### src/rtl/onehot_encoder_pipe_if.sv
// Valid/ready bus between a one-hot producer, the onehot_encoder_pipe and its binary consumer.
// The producer/consumer side uses the master modport and the encoder uses the slave modport.
interface onehot_encoder_pipe_if #(
  parameter int N     = 10,
  parameter int CNT_W = 8
);
  localparam int W = $clog2(N);

  logic             in_valid;
  logic             in_ready;
  logic [N-1:0]     in_data;
  logic             out_valid;
  logic             out_ready;
  logic [W-1:0]     out_code;
  logic             out_zero;
  logic             out_multi;
  logic             err_clr;
  logic [CNT_W-1:0] err_count;

  modport master (
    output in_valid, in_data, out_ready, err_clr,
    input  in_ready, out_valid, out_code, out_zero, out_multi, err_count
  );

  modport slave (
    input  in_valid, in_data, out_ready, err_clr,
    output in_ready, out_valid, out_code, out_zero, out_multi, err_count
  );
endinterface

### src/rtl/onehot_encoder_pipe.sv
// Registered one-hot to binary encoder with valid/ready flow control and a saturating malformed-word counter.
// Define ONEHOT_ENC_DROP_ERR_EN to count malformed words without presenting them downstream.
module onehot_encoder_pipe #(
  parameter int N            = 10,
  parameter int PRIORITY_LSB = 1,
  parameter int CNT_W        = 8
) (
  input logic                   clk,
  input logic                   rst,
  onehot_encoder_pipe_if.slave  bus
);
  localparam int               W       = $clog2(N);
  localparam logic [N-1:0]     ONE_N   = {{(N-1){1'b0}}, 1'b1};
  localparam logic [CNT_W-1:0] CNT_ONE = {{(CNT_W-1){1'b0}}, 1'b1};
  localparam logic [CNT_W-1:0] CNT_MAX = {CNT_W{1'b1}};

  logic [W-1:0]     dec_code;
  logic             dec_zero;
  logic             dec_multi;
  logic             accept;
  logic             malformed;
  logic             load;

  logic             out_valid_q, out_valid_d;
  logic [W-1:0]     out_code_q, out_code_d;
  logic             out_zero_q, out_zero_d;
  logic             out_multi_q, out_multi_d;
  logic [CNT_W-1:0] err_count_q, err_count_d;

  // The last match written wins, so the scan direction picks the priority.
  always_comb begin
    dec_code = '0;
    if (PRIORITY_LSB != 0) begin
      for (int i = N - 1; i >= 0; i--) begin
        if (bus.in_data[i]) dec_code = i[W-1:0];
      end
    end else begin
      for (int i = 0; i < N; i++) begin
        if (bus.in_data[i]) dec_code = i[W-1:0];
      end
    end
    dec_zero  = ~|bus.in_data;
    dec_multi = |(bus.in_data & (bus.in_data - ONE_N));
  end

  assign bus.in_ready = !rst && (!out_valid_q || bus.out_ready);
  assign accept       = bus.in_valid && bus.in_ready;
  assign malformed    = accept && (dec_zero || dec_multi);

`ifdef ONEHOT_ENC_DROP_ERR_EN
  assign load = accept && !(dec_zero || dec_multi);
`else
  assign load = accept;
`endif

  always_comb begin
    out_valid_d = out_valid_q;
    out_code_d  = out_code_q;
    out_zero_d  = out_zero_q;
    out_multi_d = out_multi_q;
    if (load) begin
      out_valid_d = 1'b1;
      out_code_d  = dec_code;
`ifdef ONEHOT_ENC_DROP_ERR_EN
      out_zero_d  = 1'b0;
      out_multi_d = 1'b0;
`else
      out_zero_d  = dec_zero;
      out_multi_d = dec_multi;
`endif
    end else if (bus.out_ready) begin
      out_valid_d = 1'b0;
    end

    // Clear takes effect before a same-cycle increment.
    err_count_d = bus.err_clr ? '0 : err_count_q;
    if (malformed && (err_count_d != CNT_MAX)) begin
      err_count_d = err_count_d + CNT_ONE;
    end
  end

  always_ff @(posedge clk) begin
    if (rst) begin
      out_valid_q <= 1'b0;
      out_code_q  <= '0;
      out_zero_q  <= 1'b0;
      out_multi_q <= 1'b0;
      err_count_q <= '0;
    end else begin
      out_valid_q <= out_valid_d;
      out_code_q  <= out_code_d;
      out_zero_q  <= out_zero_d;
      out_multi_q <= out_multi_d;
      err_count_q <= err_count_d;
    end
  end

  assign bus.out_valid = out_valid_q;
  assign bus.out_code  = out_code_q;
  assign bus.out_zero  = out_zero_q;
  assign bus.out_multi = out_multi_q;
  assign bus.err_count = err_count_q;
endmodule

### src/flat_wrapper.sv
// flat-port wrapper written by rule: the top's interface ports become plain ports
module onehot_encoder_pipe_flat 
#(
  parameter int N            = 10,
  parameter int PRIORITY_LSB = 1,
  parameter int CNT_W        = 8
)
  (clk, rst, bus_in_valid, bus_in_data, bus_out_ready, bus_err_clr, bus_in_ready, bus_out_valid, bus_out_code, bus_out_zero, bus_out_multi, bus_err_count);
  onehot_encoder_pipe_if #(.N(N), .CNT_W(CNT_W)) bus_i ();
  input logic clk;
  input logic rst;
  input wire logic [$bits(bus_i.in_valid)-1:0] bus_in_valid;
  input wire logic [$bits(bus_i.in_data)-1:0] bus_in_data;
  input wire logic [$bits(bus_i.out_ready)-1:0] bus_out_ready;
  input wire logic [$bits(bus_i.err_clr)-1:0] bus_err_clr;
  output wire logic [$bits(bus_i.in_ready)-1:0] bus_in_ready;
  output wire logic [$bits(bus_i.out_valid)-1:0] bus_out_valid;
  output wire logic [$bits(bus_i.out_code)-1:0] bus_out_code;
  output wire logic [$bits(bus_i.out_zero)-1:0] bus_out_zero;
  output wire logic [$bits(bus_i.out_multi)-1:0] bus_out_multi;
  output wire logic [$bits(bus_i.err_count)-1:0] bus_err_count;
  assign bus_i.in_valid = bus_in_valid;
  assign bus_i.in_data = bus_in_data;
  assign bus_i.out_ready = bus_out_ready;
  assign bus_i.err_clr = bus_err_clr;
  assign bus_in_ready = bus_i.in_ready;
  assign bus_out_valid = bus_i.out_valid;
  assign bus_out_code = bus_i.out_code;
  assign bus_out_zero = bus_i.out_zero;
  assign bus_out_multi = bus_i.out_multi;
  assign bus_err_count = bus_i.err_count;
  onehot_encoder_pipe #(.N(N), .PRIORITY_LSB(PRIORITY_LSB), .CNT_W(CNT_W)) u_core (.clk(clk), .rst(rst), .bus(bus_i));
endmodule
### config.mk
export PLATFORM = sky130hd
export DESIGN_NAME = onehot_encoder_pipe_flat
export DESIGN_NICKNAME = d
export VERILOG_FILES = /design/src/rtl/onehot_encoder_pipe_if.sv /design/src/rtl/onehot_encoder_pipe.sv /design/src/flat_wrapper.sv
export SDC_FILE = /design/constraint.sdc
export NUM_CORES = 1
export LEC_CHECK = 0
export ABC_AREA = 1
export BUFFER_PORTS_ARGS = -buffer_cell sky130_fd_sc_hd__buf_2
export CAP_MARGIN = 10
export CORE_ASPECT_RATIO = 2
export CORE_UTILIZATION = 35
export CTS_CLUSTER_SIZE = 14
export DETAILED_ROUTE_END_ITERATION = 6
export PLACE_DENSITY_LB_ADDON = 0.1
export SLEW_MARGIN = 30
export SYNTH_ARGS = -nofsm -noshare
export SYNTH_HDL_FRONTEND = slang
export SYNTH_SLANG_ARGS = --single-unit
### constraint.sdc
create_clock -name clk -period 1.95 [get_ports clk]
set_input_delay 0.0975 -clock clk [delete_from_list [all_inputs] [get_ports clk]]
set_output_delay 0.0975 -clock clk [all_outputs]
set_load 0.01 [all_outputs]
==> metrics.cfg <==
[final_layout]
syn2layout_area_growth_pct = 23.26
finalCoreUtilization_pct = 45.31
n_antenna_cell = 0
fillCellCount = 295
most-common-layout-cells = nand2_1, buf_2, inv_1
nNetsFinal = 201
layout_commonest_cell = nand2_1
drive_gt1_share_pct = 26.09

[timing]
finalHoldViolCount = 0
min_period_ns = 1.677
maxSlewHeadroom_pct = 72.44
fin_crit_sh_pct = 85.99
setup_ws_ns = 0.2732
timing.setup.tns_ns = 0
drv_slew = 0
rsz0062_at_grt = false
setup_violations = 0
worst_pin_slew_ns = 0.4129
fin_worst_skew_ns = 0.001634
clock.fmax_mhz = 596.4
holdWs_ns = 0.08592

[global_routing]
grt_pass1_vias = 1008
grt_max_degree = 15
gr-total-overflow = 0
grt_pass1_wl_mm = 4.071
antenna_found_initial = 0
grt_util_all_layers_pct = 18.31

[floorplanning]
fp.dieW_um = 39.91
initial_core_util_pct = 36.76
io_pins = 31
placementRows = 27
die_area_mm2 = 0.003106
die_h_um = 77.82
design.core.area_mm2 = 0.002736

[synth]
yosys.area.top_type = dfxtp_1
ys_ff_latch = 15
netlist_top_cells_area = dfxtp_1, nand2_1, inv_1
synth_cells = 151
synthArstFlopShare_pct = 0
ys.flop_type = dfxtp_1
synth-edff-count = 0
ys_types = 26
netlist_area_mm2 = 0.001006
synth_top_area_share_pct = 29.85
syn_avg_cell_area_um2 = 6.662
yosys_warnings = 0
seq_area_frac_synth_pct = 29.85
synth_nets = 167

[route]
antenna_left = 0
drtPass1Iterations = 4
drtIter0Drc = 23
drc_errors = 0
routedWlPerCell_um = 11.93
num_vias = 1065
avgViaCountPerCell = 5.000
drt-total-wl_mm = 2.542

[power]
power_mw = 0.6672
vdd_ir_drop_max_mv = 0.4164
power_density_mw_per_mm2 = 538.1
p_leak_nw = 0.6093

[setup_path]
r2r-end = u_core.bus.err_count[0]$_SDFF_PP0_
worstPathMaxFanout = 9
critical_path_depth = 10
cp_slowest_cell = dfxtp_1
cp_data_required_time_ns = 2.09
r2r_start = u_core.bus.err_count[1]$_SDFF_PP0_
cpPeakStageDelay_ns = 0.35
end_kind = flop
path_buf_inv = 2
path_cells = inv_1, nor2_1, ha_1, inv_1, nor3_4, nand4_4, nand3_4, nand2_1, nand2_1, nor2_1
startpoint = u_core.bus.err_count[1]$_SDFF_PP0_
start_kind = flop
crit_arrival_ns = 1.81
cp_top_family = simple AND/OR/NAND/NOR gates
crit_end = u_core.bus.err_count[0]$_SDFF_PP0_
reg2regPathDepth = 10
critPathKind = reg -> reg
r2r_setup_slack_ns = 0.27

[placed_design]
routabilityCongestion = 0.7635
pre_cts_slack_ns = 0.1975
place_hpwl_mm = 2.121
io_buffer_count = 30

[clock_network]
cts_max_level = 1
clock-root-buffer = clkbuf_8
cts_tree = built
cts_setup_buffers = 0
cts_buffers = 3
worstSkewPairLatency_ns = 0.24
clockBufferDepth = 2
clock-sinks = 15
clkSlewWorstSetupHoldPaths_ns = 0.06

[min_path]
hp-class = in -> reg

[run]
cap_violations = 0

[run_status]
outcome = completed

[cell usage after synthesis (2+ instances only)]
library cell and number:
nand2_1 36, inv_1 22, nor2_1 20, dfxtp_1 15, a21oi_1 13, nand4_1 8
nand3_1 6, xor2_1 4, nor2_2 3, o21ai_0 3, a21oi_2 2, nand2_2 2
nand3_4 2, nor2_4 2, o21ai_1 2
[where the power goes]
group,switching [mW],internal (mW)
Sequential,0.00351,0.313
Clock,0.104,0.144
Combinational,0.0662,0.0358
Total,0.174,0.493
[kinds of logic after synthesis]
group,count (synthesis),synth area share (%)
fa+ha+maj,1,1.244
xor+xnor,5,4.353
simple gates,82,41.54
flops,15,29.85
compound gates,23,13.31
buf+inv,25,9.701
[sequential cells by signal, summed over array words and instances (netlist names)]
| signal | count |
|---|---|
| u_core.bus.err_count | 8 |
| u_core.bus.out_code | 4 |
| u_core.bus.out_multi | 1 |
| u_core.bus.out_valid | 1 |
| u_core.bus.out_zero | 1 |
[what timing repair did]
action | CTS | global route
hold buffers | 0 | 0
setup endpoints to repair | 0 | 1
resized for setup | 0 | 1
[per-stage QoR]
| step | instances | cell area [um2] |
|---|---|---|
| global route | 213 | 1240 |
| finish | 213 | 1240 |
| CTS | 213 | 1234 |
| global placement | 209 | 1189 |
| floorplan | 151 | 1006 |
| detailed placement | 209 | 1189 |
[worst register-to-register path: cells and delay by family (launching register included)]
family                     cells  cell delay (ns)
and+or+nand+nor                7             0.94
DFF                            1             0.35
adders and majority gates      1             0.16
buffers and inverters          2             0.12
[metal layers]
layer | wire (um) | GRT usage, % | vias up
li1 | - | - | 558
met1 | 915 | 16.85 | 477
met2 | 1484 | 34.68 | 24
met3 | 72 | 1.143 | 6
met4 | 70 | 9.655 | 0
met5 | 0 | 0 | -
[how the worst min path moves through the flow]
stage	start	end	slack [ns]	depth (start not counted)
floorplan	rst	u_core.bus.err_count[7]$_SDFF_PP0_	0.16	1
global placement	bus_in_valid	u_core.bus.out_valid$_SDFFE_PP0P_	0.32	3
detailed placement	bus_in_valid	u_core.bus.out_valid$_SDFFE_PP0P_	0.34	3
CTS	bus_in_valid	u_core.bus.out_valid$_SDFFE_PP0P_	0.08	3
global route	bus_in_valid	u_core.bus.out_valid$_SDFFE_PP0P_	0.12	3
finish	bus_in_valid	u_core.bus.out_valid$_SDFFE_PP0P_	0.09	3
[cell type report]
cell class	count	area, um2	share of cell area, %
repair buffers	31	157.7	12.71
inverters	23	86.33	6.963
multi-input cells	111	614.3	49.55
clock buffers	4	45.04	3.633
flip-flops and latches	15	300.3	24.22
well taps	29	36.28	2.926
Power figures use the tool's default switching activity.
